## src/rtl/camac_dataway_cycle_gen.sv

```systemverilog
// Single CAMAC dataway cycle generator: one valid/ready command -> fixed-timing NAF/B/S1/S2 cycle -> Q/X/read-data response.
// Define CAMAC_NEG_LOGIC_EN for a negative-logic dataway (camac_* outputs and camac_r/q/x inverted, camac_w_oe unchanged).
module camac_dataway_cycle_gen #(
  parameter int unsigned SETUP_CLKS = 20,
  parameter int unsigned S1_CLKS    = 5,
  parameter int unsigned GAP_CLKS   = 5,
  parameter int unsigned S2_CLKS    = 5,
  parameter int unsigned HOLD_CLKS  = 15
) (
  input  logic        clk,
  input  logic        rst_n,
  input  logic        cmd_valid,
  output logic        cmd_ready,
  input  logic [4:0]  cmd_n,
  input  logic [3:0]  cmd_a,
  input  logic [4:0]  cmd_f,
  input  logic [23:0] cmd_wdata,
  output logic        rsp_valid,
  output logic [23:0] rsp_rdata,
  output logic        rsp_q,
  output logic        rsp_x,
  output logic        rsp_err,
  output logic [23:0] camac_n,
  output logic [3:0]  camac_a,
  output logic [4:0]  camac_f,
  output logic        camac_b,
  output logic        camac_s1,
  output logic        camac_s2,
  output logic [23:0] camac_w,
  output logic        camac_w_oe,
  input  logic [23:0] camac_r,
  input  logic        camac_q,
  input  logic        camac_x
);

  localparam int unsigned MAX_01  = (SETUP_CLKS > S1_CLKS) ? SETUP_CLKS : S1_CLKS;
  localparam int unsigned MAX_012 = (MAX_01 > GAP_CLKS) ? MAX_01 : GAP_CLKS;
  localparam int unsigned MAX_03  = (MAX_012 > S2_CLKS) ? MAX_012 : S2_CLKS;
  localparam int unsigned MAX_CLKS = (MAX_03 > HOLD_CLKS) ? MAX_03 : HOLD_CLKS;
  localparam int unsigned CNT_W   = (MAX_CLKS > 1) ? $clog2(MAX_CLKS) : 1;
  localparam int unsigned DW      = 24;

`ifdef CAMAC_NEG_LOGIC_EN
  localparam logic NEG = 1'b1;
`else
  localparam logic NEG = 1'b0;
`endif

  if (SETUP_CLKS < 1 || S1_CLKS < 1 || GAP_CLKS < 1 || S2_CLKS < 1 || HOLD_CLKS < 1) begin : g_bad_param
    $error("camac_dataway_cycle_gen: every stage length must be >= 1");
  end

  typedef enum logic [2:0] {
    S_IDLE, S_SETUP, S_STB1, S_GAP, S_STB2, S_HOLD, S_RESP
  } state_e;

  state_e           state_q, state_d;
  logic [CNT_W-1:0] cnt_q, cnt_d;

  // Latched command
  logic [4:0]    n_q, n_d;
  logic [3:0]    a_q, a_d;
  logic [4:0]    f_q, f_d;
  logic [DW-1:0] wdata_q, wdata_d;

  // Dataway inputs captured at the end of S1 (logical polarity)
  logic [DW-1:0] smp_r_q, smp_r_d;
  logic          smp_q_q, smp_q_d;
  logic          smp_x_q, smp_x_d;

  logic          cmd_ready_q, cmd_ready_d;
  logic          rsp_valid_q, rsp_valid_d;
  logic [DW-1:0] rsp_rdata_q, rsp_rdata_d;
  logic          rsp_q_q, rsp_q_d;
  logic          rsp_x_q, rsp_x_d;
  logic          rsp_err_q, rsp_err_d;

  // Dataway outputs stored at their physical level
  logic [DW-1:0] camac_n_q, camac_n_d;
  logic [3:0]    camac_a_q, camac_a_d;
  logic [4:0]    camac_f_q, camac_f_d;
  logic          camac_b_q, camac_b_d;
  logic          camac_s1_q, camac_s1_d;
  logic          camac_s2_q, camac_s2_d;
  logic [DW-1:0] camac_w_q, camac_w_d;
  logic          camac_w_oe_q, camac_w_oe_d;

  logic          active;
  logic          legal_n;
  logic          is_read;
  logic          is_write;

  always_comb begin
    state_d      = state_q;
    cnt_d        = cnt_q;
    n_d          = n_q;
    a_d          = a_q;
    f_d          = f_q;
    wdata_d      = wdata_q;
    smp_r_d      = smp_r_q;
    smp_q_d      = smp_q_q;
    smp_x_d      = smp_x_q;
    rsp_rdata_d  = rsp_rdata_q;
    rsp_q_d      = rsp_q_q;
    rsp_x_d      = rsp_x_q;
    rsp_err_d    = rsp_err_q;
    active       = 1'b0;
    legal_n      = 1'b0;
    is_read      = 1'b0;
    is_write     = 1'b0;

    case (state_q)
      S_IDLE: begin
        if (cmd_valid && cmd_ready_q) begin
          n_d     = cmd_n;
          a_d     = cmd_a;
          f_d     = cmd_f;
          wdata_d = cmd_wdata;
          if (cmd_n >= 5'd1 && cmd_n <= 5'd24) begin
            state_d = S_SETUP;
            cnt_d   = CNT_W'(SETUP_CLKS - 1);
          end else begin
            state_d = S_RESP;
          end
        end
      end
      S_SETUP: begin
        if (cnt_q == '0) begin
          state_d = S_STB1;
          cnt_d   = CNT_W'(S1_CLKS - 1);
        end else begin
          cnt_d = cnt_q - CNT_W'(1);
        end
      end
      S_STB1: begin
        // Q/X/R are taken on the edge that closes the last S1 cycle
        if (cnt_q == '0) begin
          state_d = S_GAP;
          cnt_d   = CNT_W'(GAP_CLKS - 1);
          smp_q_d = camac_q ^ NEG;
          smp_x_d = camac_x ^ NEG;
          smp_r_d = (f_q[4:3] == 2'b00) ? (camac_r ^ {DW{NEG}}) : '0;
        end else begin
          cnt_d = cnt_q - CNT_W'(1);
        end
      end
      S_GAP: begin
        if (cnt_q == '0) begin
          state_d = S_STB2;
          cnt_d   = CNT_W'(S2_CLKS - 1);
        end else begin
          cnt_d = cnt_q - CNT_W'(1);
        end
      end
      S_STB2: begin
        if (cnt_q == '0) begin
          state_d = S_HOLD;
          cnt_d   = CNT_W'(HOLD_CLKS - 1);
        end else begin
          cnt_d = cnt_q - CNT_W'(1);
        end
      end
      S_HOLD: begin
        if (cnt_q == '0) begin
          state_d = S_RESP;
          cnt_d   = '0;
        end else begin
          cnt_d = cnt_q - CNT_W'(1);
        end
      end
      S_RESP:  state_d = S_IDLE;
      default: state_d = S_IDLE;
    endcase

    // Registered outputs follow the state being entered
    active   = (state_d == S_SETUP) || (state_d == S_STB1) || (state_d == S_GAP) ||
               (state_d == S_STB2)  || (state_d == S_HOLD);
    legal_n  = (n_d >= 5'd1) && (n_d <= 5'd24);
    is_read  = (f_d[4:3] == 2'b00);
    is_write = (f_d[4:3] == 2'b10);

    camac_b_d    = active ^ NEG;
    camac_s1_d   = (state_d == S_STB1) ^ NEG;
    camac_s2_d   = (state_d == S_STB2) ^ NEG;
    camac_n_d    = (active ? (DW'(1) << (n_d - 5'd1)) : '0) ^ {DW{NEG}};
    camac_a_d    = (active ? a_d : 4'h0) ^ {4{NEG}};
    camac_f_d    = (active ? f_d : 5'h0) ^ {5{NEG}};
    camac_w_d    = ((active && is_write) ? wdata_d : '0) ^ {DW{NEG}};
    camac_w_oe_d = active && is_write;

    cmd_ready_d = (state_d == S_IDLE);
    rsp_valid_d = (state_d == S_RESP);

    // Response fields change only when a response is issued
    if (state_d == S_RESP) begin
      rsp_err_d   = !legal_n;
      rsp_q_d     = legal_n && smp_q_q;
      rsp_x_d     = legal_n && smp_x_q;
      rsp_rdata_d = (legal_n && is_read) ? smp_r_q : '0;
    end
  end

  always_ff @(posedge clk or negedge rst_n) begin
    if (!rst_n) begin
      state_q      <= S_IDLE;
      cnt_q        <= '0;
      n_q          <= '0;
      a_q          <= '0;
      f_q          <= '0;
      wdata_q      <= '0;
      smp_r_q      <= '0;
      smp_q_q      <= 1'b0;
      smp_x_q      <= 1'b0;
      cmd_ready_q  <= 1'b0;
      rsp_valid_q  <= 1'b0;
      rsp_rdata_q  <= '0;
      rsp_q_q      <= 1'b0;
      rsp_x_q      <= 1'b0;
      rsp_err_q    <= 1'b0;
      camac_n_q    <= {DW{NEG}};
      camac_a_q    <= {4{NEG}};
      camac_f_q    <= {5{NEG}};
      camac_b_q    <= NEG;
      camac_s1_q   <= NEG;
      camac_s2_q   <= NEG;
      camac_w_q    <= {DW{NEG}};
      camac_w_oe_q <= 1'b0;
    end else begin
      state_q      <= state_d;
      cnt_q        <= cnt_d;
      n_q          <= n_d;
      a_q          <= a_d;
      f_q          <= f_d;
      wdata_q      <= wdata_d;
      smp_r_q      <= smp_r_d;
      smp_q_q      <= smp_q_d;
      smp_x_q      <= smp_x_d;
      cmd_ready_q  <= cmd_ready_d;
      rsp_valid_q  <= rsp_valid_d;
      rsp_rdata_q  <= rsp_rdata_d;
      rsp_q_q      <= rsp_q_d;
      rsp_x_q      <= rsp_x_d;
      rsp_err_q    <= rsp_err_d;
      camac_n_q    <= camac_n_d;
      camac_a_q    <= camac_a_d;
      camac_f_q    <= camac_f_d;
      camac_b_q    <= camac_b_d;
      camac_s1_q   <= camac_s1_d;
      camac_s2_q   <= camac_s2_d;
      camac_w_q    <= camac_w_d;
      camac_w_oe_q <= camac_w_oe_d;
    end
  end

  assign cmd_ready  = cmd_ready_q;
  assign rsp_valid  = rsp_valid_q;
  assign rsp_rdata  = rsp_rdata_q;
  assign rsp_q      = rsp_q_q;
  assign rsp_x      = rsp_x_q;
  assign rsp_err    = rsp_err_q;
  assign camac_n    = camac_n_q;
  assign camac_a    = camac_a_q;
  assign camac_f    = camac_f_q;
  assign camac_b    = camac_b_q;
  assign camac_s1   = camac_s1_q;
  assign camac_s2   = camac_s2_q;
  assign camac_w    = camac_w_q;
  assign camac_w_oe = camac_w_oe_q;

endmodule

```

## config.mk

```make
export PLATFORM = sky130hd
export DESIGN_NAME = camac_dataway_cycle_gen
export DESIGN_NICKNAME = d
export VERILOG_FILES = /design/src/rtl/camac_dataway_cycle_gen.sv
export SDC_FILE = /design/constraint.sdc
export NUM_CORES = 1
export LEC_CHECK = 0
export ABC_AREA = 1
export CAP_MARGIN = 10
export CORE_ASPECT_RATIO = 0.9
export CORE_MARGIN = 2
export CORE_UTILIZATION = 54
export CTS_CLUSTER_DIAMETER = 30
export CTS_CLUSTER_SIZE = 16
export DETAILED_ROUTE_END_ITERATION = 16
export PLACE_DENSITY = 0.95
export SYNTH_ARGS = -nofsm -noshare
export SYNTH_HDL_FRONTEND = slang
export SYNTH_SLANG_ARGS = --single-unit
```

## constraint.sdc

```tcl
create_clock -name clk -period 4.3 [get_ports clk]
set_input_delay 0.86 -clock clk [delete_from_list [all_inputs] [get_ports clk]]
set_output_delay 0.86 -clock clk [all_outputs]
set_load 0.1 [all_outputs]
```

======== Yosys cells after proc, flatten, opt, wreduce, memory -nomap -nowiden ========
Cells that the tools add are included.
cells by class
  bitwise operators ....................... 0
  $mul .................................... 0
  divide/modulo/power cells ............... 0
  muxes and demuxes ....................... 28
  equal/unequal tests ..................... 14
  reduce and logical (&&, ||, !) cells .... 21
  add/sub/neg operators ................... 2
  shift-type cells ........................ 1
  magnitude comparators ................... 4
operators with widths
  operator              count
  $mux 24               6
  $mux 5                10
  $shl 1x5->24 const A  1
  $mux 3                7
  $pmux 5 s4            1
  $pmux 3 s6            1
  $eq 3x3->1 const B    5
  $eq 3x2->1 const B    4
  $mux 4                3
  $ge 5x1->1 const B    2
  $le 5x5->1 const B    2
  $sub 5x1->5 const B   2
  $logic_and 1x1->1     7
  $eq 3x1->1 const B    2
  $logic_not 3->1       2
  $logic_not 5->1       1
  $logic_not 2->1       2
  $logic_or 1x1->1      4
  $ne 2x2->1 const B    2
  $reduce_bool 4->1     1
  $reduce_and 3->1      1
  $reduce_or 3->1       1
  $eq 2x2->1 const B    1
  $reduce_and 2->1      1
  $logic_not 1->1       1
word-level totals
  bits in writable memories ............... 0
  memories kept ........................... 0
  memory bits (read-only) ................. 0
  flip-flop bits (word level) ............. 162
  latch bits .............................. 0

======== Longest topological paths before layout ========
  depth after elaboration ................. 12
  mapped depth ............................ 13

======== Worst setup path after synthesis ========
No wires, ideal clock.
  kind .................................... reg2reg
  start ................................... reg cmd_ready_q, in the netlist cmd_ready
  end ..................................... reg rsp_rdata_q[0], in the netlist rsp_rdata[0]
  stages on the path, launching flop included .. 10
  path slack .............................. 1.829 ns
  arrival time ............................ 2.351 ns
  clock period less this slack ............ 2.471 ns
  buffers on the path ..................... 2
  cells stage by stage .................... dfrtp_1 > nand2_1 > inv_1 > nand3_4 > buf_6 > o21ai_4 > nand3_4 > buf_2 > nand4_1 > nand2_1
between the ends
  word-level cells in the longest chain between the ends .. 7
  elaborated cells on any way between the ends .. 14
  those cells by class .................... order compare (2); eq/ne (1); mux (7); reduce/logical (4)
ends and longest elaborated chain
  element                                   line  text
  start, declared                           71    logic cmd_ready_q, cmd_ready_d;
  start signal, assigned                    238   cmd_ready_q <= cmd_ready_d;
  $logic_and 1x1->1 *                       114   if (cmd_valid && cmd_ready_q) begin
  $mux 5                                    114
  $mux 5                                    112   case (state_q)
  $ge 5x1->1 or $le 5x5->1 (tied branches)  178   legal_n = (n_d >= 5'd1) && (n_d <= 5'd24);
  $logic_and 1x1->1                         178
  $logic_and 1x1->1                         199   rsp_rdata_d = (legal_n && is_read) ? smp_r_q : '0;
  $mux 24                                   199
  end signal, assigned                      240   rsp_rdata_q <= rsp_rdata_d;
  end, declared                             73    logic [DW-1:0] rsp_rdata_q, rsp_rdata_d;
Mark *: on every way between the ends. The rest lies on a longest branch, timed or not.
A chain may end at the register's enable or synchronous reset.

======== Final worst setup path ========
  start ................................... in cmd_valid
  end ..................................... reg camac_n_q[18], in the netlist camac_n[18]
between the ends
  word-level cells in the longest chain between the ends .. 9
  elaborated cells on any way between the ends .. 17
  those cells by class .................... add/sub (1); eq/ne (5); shift (1); mux (5); reduce/logical (5)
ends and longest elaborated chain
  element                                              line  text
  start, declared                                      12    input logic cmd_valid,
  $logic_and 1x1->1 *                                  114
  branches (longest 7 deep; another with $sub 5x1->5)  n/a
  $mux 24 *                                            185   camac_n_d = (active ? (DW'(1) << (n_d - 5'd1)) : '0) ^ {DW{NEG}};
  via camac_n_d[18]                                    79    logic [DW-1:0] camac_n_q, camac_n_d;
  end signal, assigned                                 220   camac_n_q <= {DW{NEG}};
  end signal, assigned                                 244   camac_n_q <= camac_n_d;
  end, declared                                        79
Mark *: on every way through the listed nets, which the timed path passes.

==> run metrics <==
Leak 0.00436 uW; setup tns final 0 ps; Tightest Pin Transition 1040 ps; Mapped Cells 720; remaining global-route overflow 0; FF-to-FF End camac_n[7]; Clock power frac 0.256; Initial Utilization 0.547; kind of critical path in -> reg; Post-Route WL 16.5 mm; Post-Syn Nets 789; Clock Latency Late Sink 420 ps; n_diodes 0; CP bufs+invs 2; CTS buffer count 17; library cells used by synthesis 34; initial antenna violation count 0; Slew HR 0.306; Critical Path Most Common Cell nand2_1; run status finished clean; final critical-path share of the clock period 0.727; DR pass1 iterations 6; Achievable Freq 0.320 GHz; R2R depth 10; # Max-Cap Violations 0; first-pass GRT wire length 26.5 mm; routed via count 5443; DIE HEIGHT 111 um; Die X-Extent 123 um; Final Max Slew Viols 0; synth top area cells dfrtp_1 (59%), nand2_1 (6.6%), inv_1 (5.0%); clk buf depth 2; GRT Util Overall 0.252; Max Fanout on Critical Path 40; CTS root buf clkbuf_16; post-route ant nets 0; # setup viols final 0; Core Area 12500 sq um; combinational power share 0.429; WP data arrival 3460 ps; commonest non-fill, non-tap cell in the layout dfrtp_1; Design Area, Final 9060 sq um; share of layout cells above drive strength 1 0.126; HP Start rsp_rdata[3]; post-synthesis register bit count 162; Worst EP required 4630 ps; RSZ-0062 raised after global routing no; htree depth 4; Seq/Total Area, Yosys 0.591; Setup crit end kind flip-flop; Synthesis Warnings 0; crit start category input port; Avg WL per Cell 15.9 um; Reg power frac 0.315; Cell Int Power 3410 uW; largest net degree at the start of global routing 105; Placed Area 8420 sq um; endpoint of the worst hold path rsp_rdata[3]; Final Wtd Congestion 0.893; P per Cell Area 678 nW/um^2; worst hold path cell count 2; Min Clock Period, post-route 3120 ps; CP Cell Sequence clkdlybuf4s50_1 -> nand2_1 -> inv_1 -> nand3_4 -> nand2_1 -> nand2_2 -> nor2_2 -> nand3_4 -> nand2_1 -> nand2_1 -> nor2_1; Hold Fails Final Rpt 0; Iteration-0 DRC Markers 451; DRC errors left 0; CTS tree built; Worst path slowest cell clkdlybuf4s50_1; most frequent cells in the layout dfrtp_1 (162), clkdlybuf4s50_1 (155), nand2_1 (120); Sw Ratio 0.446; cts hold-fix bufs 0; worst r2r src cnt_q[0]; via count of the first global-routing pass 5371; post-CTS setup buffers 0; clk slew on worst S/H paths 60 ps; delay-heaviest family, CP simple AND/OR/NAND/NOR gates; Layout Cells excl Fill 1039; row cnt 39; Nets 933; critical path's largest stage delay 490 ps; PostCTS Resize Cnt 0; die area 13600 sq um; Max VDD drop 0.000329 V; input/output buffers 156; area grow syn2layout 32.1%; Synth Cell Area 6860 sq um; Post-Syn Area per Cell 9.53 sq um; dpl cells 1008; DP Wirelength 10.6 mm; Clock Sinks 162; HP Class reg -> reg; vias per cell 5.24; Yosys top cell area share 0.591; switching power total 2740 uW; r2r setup slk 1280 ps; area leader, netlist dfrtp_1; IO Pins 157; clock skew 8.22 ps
## metrics by stage
stage                util  setup slack [ps]  hold slack [ps]  power [uW]
finish              0.723              1180              480        6140
global route        0.723               899              500        6420
CTS                 0.721              1200              482        6160
detailed placement  0.672               810              466        4570
global placement    0.672               905              462        4520
floorplan               -              1830              449        4030
## power by group through the flow
stage / registers, uW / clock network [uW] / logic, uW
floorplan: 3000 / 0 / 1020
global placement: 1950 / 0 / 2570
detailed placement: 1960 / 0 / 2620
CTS: 1940 / 1580 / 2640
global route: 1960 / 1650 / 2810
finish: 1940 / 1570 / 2640
## worst reg2reg max path, stage by stage, from the launching register on
cell and delay, ps:
dfrtp_1 390, inv_1 100, ha_1 150, nand2_1 60, nor2_1 510, nand2_1 210, nand2_1 130, nand3_2 120
nand2_4 460, nand2_2 520, nor2_1 270
## layer usage
metal,vias up,global-route usage,wire length (um),part of all wire
met3,44,0.0571,1010,0.061
met1,2629,0.328,6780,0.41
met4,0,0.101,507,0.031
met5,-,0,0,0
met2,202,0.408,8170,0.50
li1,2568,-,-,-
## synthesized netlist by cell type
master	count
inv_1	92
dfrtp_1	162
a21oi_1	4
nor2_8	1
nand3_1	36
nor3b_1	1
clkbuf_1	14
nand2_4	2
nand3_2	2
buf_4	1
inv_4	1
o21ai_4	1
nor2_2	20
nor2_1	73
o21ai_0	62
nand4_1	41
buf_6	10
o21ai_2	2
ha_1	2
o21bai_1	1
buf_2	8
inv_2	1
buf_8	2
nor3_1	7
or2_2	31
nand2_2	5
nand2_1	120
o21a_4	1
nor2_4	4
nand3_4	4
o22ai_1	2
inv_6	1
a21boi_0	2
nand3b_1	4
## cells by family (layout without fill, tap and decap cells)
kind of cell | Yosys count | in the layout | share of synthesized area
buffers and inverters | 130 | 285 | 0.0884
AO/OA/AOI/OAI | 75 | 75 | 0.0604
adder cells (fa/ha/maj) | 2 | 2 | 0.00365
AND/OR/NAND/NOR | 351 | 351 | 0.257
flip-flops | 162 | 162 | 0.591
## sequential cells by signal, summed over array words and instances (netlist names), 3 cells and up
register,cells
camac_f,5
wdata_q,24
cnt_q,5
state_q,3
camac_w,24
f_q,5
rsp_rdata,24
camac_n,24
camac_a,4
smp_r_q,24
n_q,5
a_q,4
## final cells by class
cell class	instances	area (sq um)
timing repair buffer	160	1630
clock inverter	10	159
inverter	95	364
fill	802	3480
clock buffer	20	457
tap	164	205
sequential	162	4050
multi-input combinational	428	2200
## worst max path at each step
stage	end	cells after the start	start	slack, ps
3_5_place_dp	camac_n[18]	11	cmd_valid	810
3_3_place_gp	camac_n[16]	11	cmd_valid	910
5_1_grt	camac_n[21]	11	cmd_valid	900
4_1_cts	camac_n[18]	11	cmd_valid	1200
2_1_floorplan	rsp_rdata[0]	9	cmd_ready	1830
6_report	camac_n[18]	11	cmd_valid	1180
No activity file was read; power rests on OpenSTA's default activity.
